**src/rtl/i2c_bit_pkg.sv**
```systemverilog
// Shared definitions for the I2C bit-level send/receive modules.
package i2c_bit_pkg;

    typedef enum logic [1:0] {
        IDLE      = 2'd0,
        WAIT_RISE = 2'd1,
        HIGH      = 2'd2
    } bit_state_e;

    localparam logic [1:0] SCL_EDGE_NONE = 2'b00;
    localparam logic [1:0] SCL_EDGE_RISE = 2'b01;
    localparam logic [1:0] SCL_EDGE_FALL = 2'b10;

    // {fall, rise} classification of one SCL sample pair.
    function automatic logic [1:0] scl_edge(input logic last, input logic cur);
        return {last & ~cur, ~last & cur};
    endfunction

endpackage

```
**src/rtl/i2c_slave_read_bit_scl_edge.sv**
```systemverilog
// SCL edge detector: one-cycle rise/fall strobes from the previous SCL sample.
module i2c_scl_edge_detect
    import i2c_bit_pkg::*;
(
    input  logic clk,
    input  logic rst_n,
    input  logic scl_i,
    output logic scl_rise,
    output logic scl_fall
);

    logic       scl_last_q;
    logic       scl_last_d;
    logic [1:0] edge_type;

    // Idle bus is high, so resetting to 1 avoids a false rise after reset.
    always_ff @(posedge clk) begin
        if (rst_n) scl_last_q <= 1'b1;
        else       scl_last_q <= scl_last_d;
    end

    always_comb begin
        scl_last_d = scl_i;
        edge_type  = scl_edge(scl_last_q, scl_i);
        scl_rise   = (edge_type == SCL_EDGE_RISE);
        scl_fall   = (edge_type == SCL_EDGE_FALL);
    end

endmodule

```
**src/rtl/i2c_slave_read_bit.sv**
```systemverilog
// Receives one I2C bit: samples SDA on SCL rise, flags SDA movement while SCL
// is high, and pulses finish on SCL fall (or on the error).
module i2c_slave_read_bit
    import i2c_bit_pkg::*;
(
    input  logic clk,
    input  logic rst_n,
    input  logic bit_read_en,
    input  logic scl_i,
    input  logic sda_i,
    output logic bit_read_o,
    output logic bit_read_err,
    output logic bit_read_finish
);

    bit_state_e state_q, state_d;
    logic       bit_q, bit_d;
    logic       err_q, err_d;
    logic       fin_q, fin_d;
    logic       scl_rise, scl_fall;

    i2c_scl_edge_detect u_scl_edge (
        .clk      (clk),
        .rst_n    (rst_n),
        .scl_i    (scl_i),
        .scl_rise (scl_rise),
        .scl_fall (scl_fall)
    );

    always_ff @(posedge clk) begin
        if (rst_n) begin
            state_q <= IDLE;
            bit_q   <= 1'b0;
            err_q   <= 1'b0;
            fin_q   <= 1'b0;
        end else begin
            state_q <= state_d;
            bit_q   <= bit_d;
            err_q   <= err_d;
            fin_q   <= fin_d;
        end
    end

    always_comb begin
        state_d = state_q;
        bit_d   = bit_q;
        err_d   = 1'b0;
        fin_d   = 1'b0;
        unique case (state_q)
            IDLE: begin
                if (bit_read_en) state_d = WAIT_RISE;
            end
            WAIT_RISE: begin
                if (!bit_read_en) begin
                    state_d = IDLE;
                end else if (scl_rise) begin
                    bit_d   = sda_i;
                    state_d = HIGH;
                end
            end
            HIGH: begin
                // Mismatch is checked before fall so a change on the fall cycle still errors.
                if (!bit_read_en) begin
                    state_d = IDLE;
                end else if (sda_i != bit_q) begin
                    err_d   = 1'b1;
                    fin_d   = 1'b1;
                    state_d = IDLE;
                end else if (scl_fall) begin
                    fin_d   = 1'b1;
                    state_d = IDLE;
                end
            end
            default: state_d = IDLE;
        endcase
    end

    assign bit_read_o      = bit_q;
    assign bit_read_err    = err_q;
    assign bit_read_finish = fin_q;

endmodule

```
**config.mk**
```make
export PLATFORM = sky130hd
export DESIGN_NAME = i2c_slave_read_bit
export DESIGN_NICKNAME = d
export VERILOG_FILES = /design/src/rtl/i2c_bit_pkg.sv /design/src/rtl/i2c_slave_read_bit_scl_edge.sv /design/src/rtl/i2c_slave_read_bit.sv
export SDC_FILE = /design/constraint.sdc
export NUM_CORES = 1
export LEC_CHECK = 0
export ABC_AREA = 1
export CAP_MARGIN = 10
export CORE_AREA = 2 2 39 41
export CTS_CLUSTER_DIAMETER = 30
export DETAILED_ROUTE_END_ITERATION = 7
export DIE_AREA = 0 0 41 43
export GPL_ROUTABILITY_DRIVEN = 0
export GPL_TIMING_DRIVEN = 1
export SLEW_MARGIN = 20
export SYNTH_ARGS = -nofsm -noshare
export SYNTH_HDL_FRONTEND = slang
export SYNTH_HIERARCHICAL = 1
export SYNTH_SLANG_ARGS = --single-unit
```
**constraint.sdc**
```tcl
create_clock -name clk -period 2.3 [get_ports clk]
set_input_delay 0.46 -clock clk [delete_from_list [all_inputs] [get_ports clk]]
set_output_delay 0.46 -clock clk [all_outputs]
set_load 0.01 [all_outputs]
```
# Word level (Yosys, flattened, before mapping)
# Index checks and enable logic that the tools add are counted.
# word_totals
regBits,6
output_inout_bits,3
word_cells,33
# classes
eq_ne,8
mux,10
bitwise,6
n_reduce_logical,4
# op_table
op,n
2-to-1 mux 2 bit,6
one-hot mux 2 bit (3 select lines),1
AND reduction 3 bit,2
"equality test 2 x 1 -> 1 bit, second input constant",2
"equality test 2 bit, second input constant",2
"!= test 4 bit, second input constant",1
NOT 1 bit,4
2-to-1 mux 1 bit,3
"!= test 3 bit, second input constant",1
OR reduction 3 bit,1
AND 1 bit,2
zero test 2 bit,1
"!= test 2 bit, second input constant",1
!= test 1 bit,1

# Longest topological paths before layout
# Gate-level depths: netlist of the first run.
# logic_depth
word_depth,7
depth_mapped,7
ltp_nobuf,7

# Modules after synthesis
# The synthesis of the first run kept the hierarchy.
# by_module_without_submodules
module,n_inst,cells_each,area_per_inst_um2,seq_area_each_um2
i2c_slave_read_bit,1,30,219.0,100.1
i2c_scl_edge_detect,1,7,42.5,20.0

# Worst setup path after synthesis of the first run
# No wires, ideal clock.
# synth_timing
path_type,input to register
startpoint,input port scl_i
endpoint,"register bit_q, in the netlist bit_read_o"
arrival_time_ns,0.846
required_ns,2.184
setup_slack_ns,1.338
path_stages,7
path_cell_list,inv_1 > nor2_1 > nand2_1 > inv_1 > nand2_1 > nand2_1 > a21oi_1
# synth_via
elab_chain_len,4
word_cells_on_any_way,5
cone_classes,eq/ne (1); bitwise (3); reduce/logical (1)
# synth_rtl
item,line,source
"start, declared",i2c_slave_read_bit.sv:9,"input logic scl_i,"
NOT 1 bit,i2c_bit_pkg.sv:16,"return {last & ~cur, ~last & cur};"
AND 1 bit,i2c_bit_pkg.sv:16,
equality test 2 x 1 -> 1 bit *,i2c_slave_read_bit_scl_edge.sv:25,scl_rise = (edge_type == SCL_EDGE_RISE);
net scl_rise,i2c_slave_read_bit.sv:20,"logic scl_rise, scl_fall;"
AND reduction 3 bit (no line) *,-,
"end signal, assigned",i2c_slave_read_bit.sv:38,bit_q <= bit_d;
"end, declared",i2c_slave_read_bit.sv:17,"logic bit_q, bit_d;"
# The timed path passes the listed nets; every way through them passes the cells marked *.
# A chain may end at the register's enable or synchronous reset.

# Worst setup path in the final report of the first run
# layout_timing
startpoint,"register bit_q, in the netlist bit_read_o"
endpoint,output port bit_read_o
# layout_lines
item,line,source
"end, declared",i2c_slave_read_bit.sv:11,"output logic bit_read_o,"
# No word-level cell between the ends.

==> results of run 1 <==
## registers in the layout, summed over array words and instances, names as in the netlist
register	flops
u_scl_edge/scl_last_q	1
bit_read_finish	1
bit_read_o	1
state_q	2
bit_read_err	1
## per-stage QoR
stage | hold slack, ns | power (mW) | std cells | setup WS (ns) | util, %
floorplan | 0.463 | 0.121 | 37 | 1.34 | -
global placement | 0.488 | 0.132 | 60 | 0.747 | 25.4
detailed placement | 0.487 | 0.132 | 60 | 0.756 | 25.4
CTS | 0.496 | 0.231 | 63 | 0.676 | 27.0
global route | 0.528 | 0.242 | 63 | 0.648 | 27.0
finish | 0.491 | 0.225 | 63 | 0.691 | 27.0
## layout by cell type, fill, tap and decap left out
| cell type | synthesis | layout |
|---|---|---|
| clkbuf_4 | 0 | 3 |
| inv_2 | 1 | 1 |
| a21oi_1 | 3 | 3 |
| nor2_2 | 2 | 2 |
| nand3_1 | 2 | 2 |
| nor2_1 | 2 | 2 |
| nor4_1 | 1 | 1 |
| inv_1 | 8 | 8 |
| nand3b_1 | 3 | 3 |
| clkdlybuf4s50_1 | 0 | 7 |
| nand2_1 | 9 | 9 |
| dfxtp_1 | 6 | 6 |
## area by class of cell
| cell class | instances | area [sq um] | share of cell area (%) |
|---|---|---|---|
| sequential | 6 | 120 | 32.1 |
| multi-input combinational | 22 | 108 | 28.8 |
| timing repair buffer | 7 | 70.1 | 18.7 |
| inverter | 9 | 33.8 | 9.03 |
| clock buffer | 3 | 22.5 | 6.02 |
| tap | 16 | 20.0 | 5.35 |
## cells by family after synthesis
family | count (synthesis) | synth area share [%]
AND/OR/NAND/NOR | 19 | 35.4
AO/OA/AOI/OAI | 3 | 5.74
flip-flops | 6 | 45.9
buffers and inverters | 9 | 12.9
## routing by layer
layer,GRT usage (%),vias to the layer above
li1,-,133
met1,6.80,99
met2,9.69,8
met3,7.85,0
met4,4.00,0
met5,0,-
## worst min path at each step
stage	slack, ns	endpoint	startpoint
2_1_floorplan	0.46	bit_read_err$_SDFF_PP0_	state_q[0]$_SDFFE_PP0P_
3_3_place_gp	0.49	bit_read_o$_SDFFE_PP0P_	bit_read_o$_SDFFE_PP0P_
3_5_place_dp	0.49	bit_read_o$_SDFFE_PP0P_	bit_read_o$_SDFFE_PP0P_
4_1_cts	0.50	bit_read_o$_SDFFE_PP0P_	bit_read_o$_SDFFE_PP0P_
5_1_grt	0.53	bit_read_o$_SDFFE_PP0P_	bit_read_o$_SDFFE_PP0P_
6_report	0.49	bit_read_err$_SDFF_PP0_	state_q[0]$_SDFFE_PP0P_
## power groups by stage
stage / clock [mW] / combinational (mW) / sequential, mW
floorplan: 0 / 0.0100 / 0.111
global placement: 0 / 0.0207 / 0.111
detailed placement: 0 / 0.0211 / 0.111
CTS: 0.101 / 0.0212 / 0.109
global route: 0.109 / 0.0241 / 0.109
finish: 0.0955 / 0.0209 / 0.109
## cell usage after synthesis, drive strengths merged
library cell | n | area share, %
inv | 9 | 13
nand2 | 9 | 13
dfxtp | 6 | 46
nor2 | 4 | 7.7
a21oi | 3 | 5.7
nand3b | 3 | 8.6
nand3 | 2 | 3.8
nor4 | 1 | 2.4
==> flow_metrics.tcl, run 1 <==
set metrics [dict create \
    end_kind "output port" \
    cts_buffer_depth 2 \
    htreeDepth 1 \
    p_leak_nw 0.173 \
    highest_layer "met3" \
    pwr-share-clk_pct 42.4 \
    cp_cell_sequence "clkdlybuf4s50_1" \
    dr_total_vias 240 \
    drive_above_1_share_pct 12.8 \
    finClkSkew_ns 0.000986 \
    drtIter0Drc 6 \
    tightest_slew_ns 0.209 \
    switchingPower_mw 0.0485 \
    combinationalPowerShare_pct 9.3 \
    r2r-start "u_scl_edge/scl_last_q$_SDFF_PP1_" \
    rows 14 \
    wirelength_microns 442 \
    cp-endpoint "bit_read_o" \
    postSynthAreaPerCell_sq_um 7.07 \
    cts_tree "built" \
    synthCells 37 \
    antenna_found_initial 0 \
    coreArea_sq_mm 0.00138 \
    first_pass_iters 3 \
    postCtsSetupBuffers 0 \
    cts_sinks 6 \
    crit_arrival_ns 1.15 \
    maxSlewHeadroom_pct 86.0 \
    rsz0062_at_grt "no" \
    viasPerCell 3.81 \
    cts_hold_buf 0 \
    fmax_mhz 622 \
    area_growth_pct 43.1 \
    fin_nets 54 \
    synth-seq-cells 6 \
    cp_slowest_stage_delay_ns 0.55 \
    start_util_pct 18.9 \
    ios 8 \
    ys_warn_count 6 \
    synth_area_sq_um 262 \
    wl_met3_microns 44 \
    dp_hpwl_microns 351 \
    r2r_setup_slack_ns 1.44 \
    final_antenna_net_count 0 \
    grt_max_degree 7 \
    fin_crit_sh_pct 70.0 \
    seq_area_frac_synth_pct 45.9 \
    setup_tns_ns 0 \
    finalSetupViolations 0 \
    post_cts_resized 0 \
    routedWlPerCell_microns 7.02 \
    grt_pass1_vias 217 \
    cts_root_buffer "clkbuf_4" \
    ff2ff_path_depth 6 \
    hp-class "reg -> reg" \
    path_buf_inv 1 \
    globalRouteTotalUtil_pct 7.34 \
    antennaDiodeCount 0 \
    clk_latency_ns 0.24 \
    power_density_mw_per_mm2 602 \
    regToRegEndpoint "bit_read_o$_SDFFE_PP0P_" \
    drc 0 \
    place.port_buffers 7 \
    status "complete, no violations" \
    cts_buffers 3 \
    hold_depth 1 \
    die_w_microns 41 \
    critPathRequiredTime_ns 1.84 \
    crit_type "reg -> out" \
    dieArea_sq_mm 0.00176 \
    m1WireLength_microns 202 \
    grt_overflow 0 \
    crit_cells 1 \
    synth_nets 42 \
    p_sw_share_pct 21.5 \
    die_h_microns 43 \
    synth_cell_types 10 \
    power.internal_mw 0.177 \
    slowest_stage "clkdlybuf4s50_1" \
    hold_violations 0 \
    final_cell_area_sq_um 374 \
    cp-start-kind "register" \
    period_minus_slack_ns 1.61 \
    met2_length_microns 195 \
    peakVddDrop_v 0.000176 \
    crit_start "bit_read_o$_SDFFE_PP0P_" \
    grt_pass1_wl_microns 793 \
    cp_max_fo 4 \
    cp_top_family "buffers and inverters" \
    maxSlewViolCount 0 \
    place_area_sq_um 352 \
    max_cap_violations 0 \
    p_seq_share_pct 48.3 \
    clkSlewWorstSetupHoldPaths_ns 0.04 \
    fillCellCount 164 \
]
Power figures use the tool's default switching activity.
==> run 2: changes to the inputs <==
==> constraint.sdc (replaced) <==
create_clock -name clk -period 1.4 [get_ports clk]
set_input_delay 0.28 -clock clk [delete_from_list [all_inputs] [get_ports clk]]
set_output_delay 0.28 -clock clk [all_outputs]
set_load 0.01 [all_outputs]
==> run 2 against run 1 <==
Combinational power grew 65%. Flip-flop and latch count is the same. Count of clock-buffer cells in the layout is the same. Critical path type unchanged. Largest cell class unchanged. Largest power group unchanged. Highest routed layer is now met4.
==> flow_metrics.tcl, run 2 (same netlist as run 1, synthesis figures left out) <==
set metrics [dict create \
    grt_max_degree 7 \
    rows 14 \
    ios 8 \
    clk_latency_ns 0.24 \
    wirelength_microns 461 \
    critPathRequiredTime_ns 1.12 \
    dieArea_sq_mm 0.00176 \
    antenna_found_initial 0 \
    fin_util_pct 27.1 \
    rsz0062_at_grt "no" \
    hp-class "reg -> reg" \
    cts_buffer_depth 2 \
    dr_total_vias 243 \
    finClkSkew_ns 0.00457 \
    grt_pass1_wl_microns 807 \
    die_h_microns 43 \
    final_cells 63 \
    area_growth_pct 43.5 \
    finalSetupViolations 0 \
    peakVddDrop_v 0.000302 \
    fin_nets 54 \
    die_w_microns 41 \
    tightest_slew_ns 0.217 \
    cp_top_family "buffers and inverters" \
    r2r_setup_slack_ns 0.53 \
    routedWlPerCell_microns 7.32 \
    p_leak_nw 0.196 \
    dp_hpwl_microns 372 \
    final_antenna_net_count 0 \
    cts_buffers 3 \
    end_kind "output port" \
    cp_cell_sequence "clkdlybuf4s50_1" \
    clkSlewWorstSetupHoldPaths_ns 0.05 \
    globalRouteTotalUtil_pct 7.96 \
    grt_pass1_vias 205 \
    p_total_mw 0.372 \
    setup_tns_ns 0 \
    status "complete, no violations" \
    path_buf_inv 1 \
    final_cell_area_sq_um 375 \
    max_cap_violations 0 \
    viasPerCell 3.86 \
    period_minus_slack_ns 1.34 \
    mostFrequentLayoutCells "nand2_1 (9), inv_1 (8), dfxtp_1 (6), clkdlybuf4s50_1 (5)" \
    maxSlewViolCount 0 \
    place_ws_ns 0.0345 \
    hold_ws_ns 0.493 \
    place_inst 60 \
    cp_max_fo 1 \
    coreArea_sq_mm 0.00138 \
    place.port_buffers 7 \
    hold_violations 0 \
    cp_slowest_stage_delay_ns 0.52 \
    fin_crit_sh_pct 96.0 \
    cts_tree "built" \
    drive_above_1_share_pct 12.8 \
    grt_overflow 0 \
    place_area_sq_um 352 \
    cts_sinks 6 \
    cts_hold_buf 0 \
    start_util_pct 18.9 \
    power_density_mw_per_mm2 991 \
    largest_reg_flops 2 \
    crit_type "reg -> out" \
    fmax_mhz 744 \
    drc 0 \
    first_pass_iters 4 \
    slowest_stage "clkdlybuf4s50_1" \
    fin_ws_ns 0.0565 \
    cp-start-kind "register" \
    drtIter0Drc 4 \
    antennaDiodeCount 0 \
    fillCellCount 151 \
    htreeDepth 1 \
    postCtsSetupBuffers 0 \
    cts_root_buffer "clkbuf_4" \
    maxSlewHeadroom_pct 85.4 \
    max_flop_register "state_q" \
    final_common_cell "nand2_1" \
    crit_arrival_ns 1.06 \
]
## run 2: cell count changes in the layout (fill, tap and decap cells not counted), sizes merged
cell           change
dlymetal6s2s       +1
clkdlybuf4s50      -2
dlygate4sd2        +1
## run 2: layer usage
layer  GRT usage, %  wire, microns  up-vias
met2           8.75            192       12
li1               -              -      134
met3           6.28             46        4
met5              0              0        -
met1           7.79            205       93
met4           10.0             17        0
## run 2: path summary, 6_finish.rpt
kind	startpoint	endpoint	cells after the start
max	bit_read_err$_SDFF_PP0_	bit_read_err	1
min	state_q[0]$_SDFFE_PP0P_	bit_read_err$_SDFF_PP0_	1
max reg2reg	u_scl_edge/scl_last_q$_SDFF_PP1_	bit_read_o$_SDFFE_PP0P_	6
min reg2reg	state_q[0]$_SDFFE_PP0P_	bit_read_err$_SDFF_PP0_	1
## run 2: what timing repair did
item	CTS	global route
gates cloned	0	0
resized for setup	1	1
endpoints found under the setup margin	1	1
## run 2: power by group
group          leakage, nW  internal (mW)  total [mW]  switching, mW
Combinational        0.134         0.0177      0.0345         0.0168
Clock               0.0138         0.0969       0.158         0.0616
Sequential          0.0489          0.176       0.179        0.00326
## run 2: layout make-up
type                    count  area, sq um  area share [%]
clock buffers               3         22.5            6.00
inverters                   9         33.8            9.00
multi-input cells          22          108            28.7
flip-flops and latches      6          120            32.0
well taps                  16         20.0            5.33
repair buffers              7         71.3            19.0
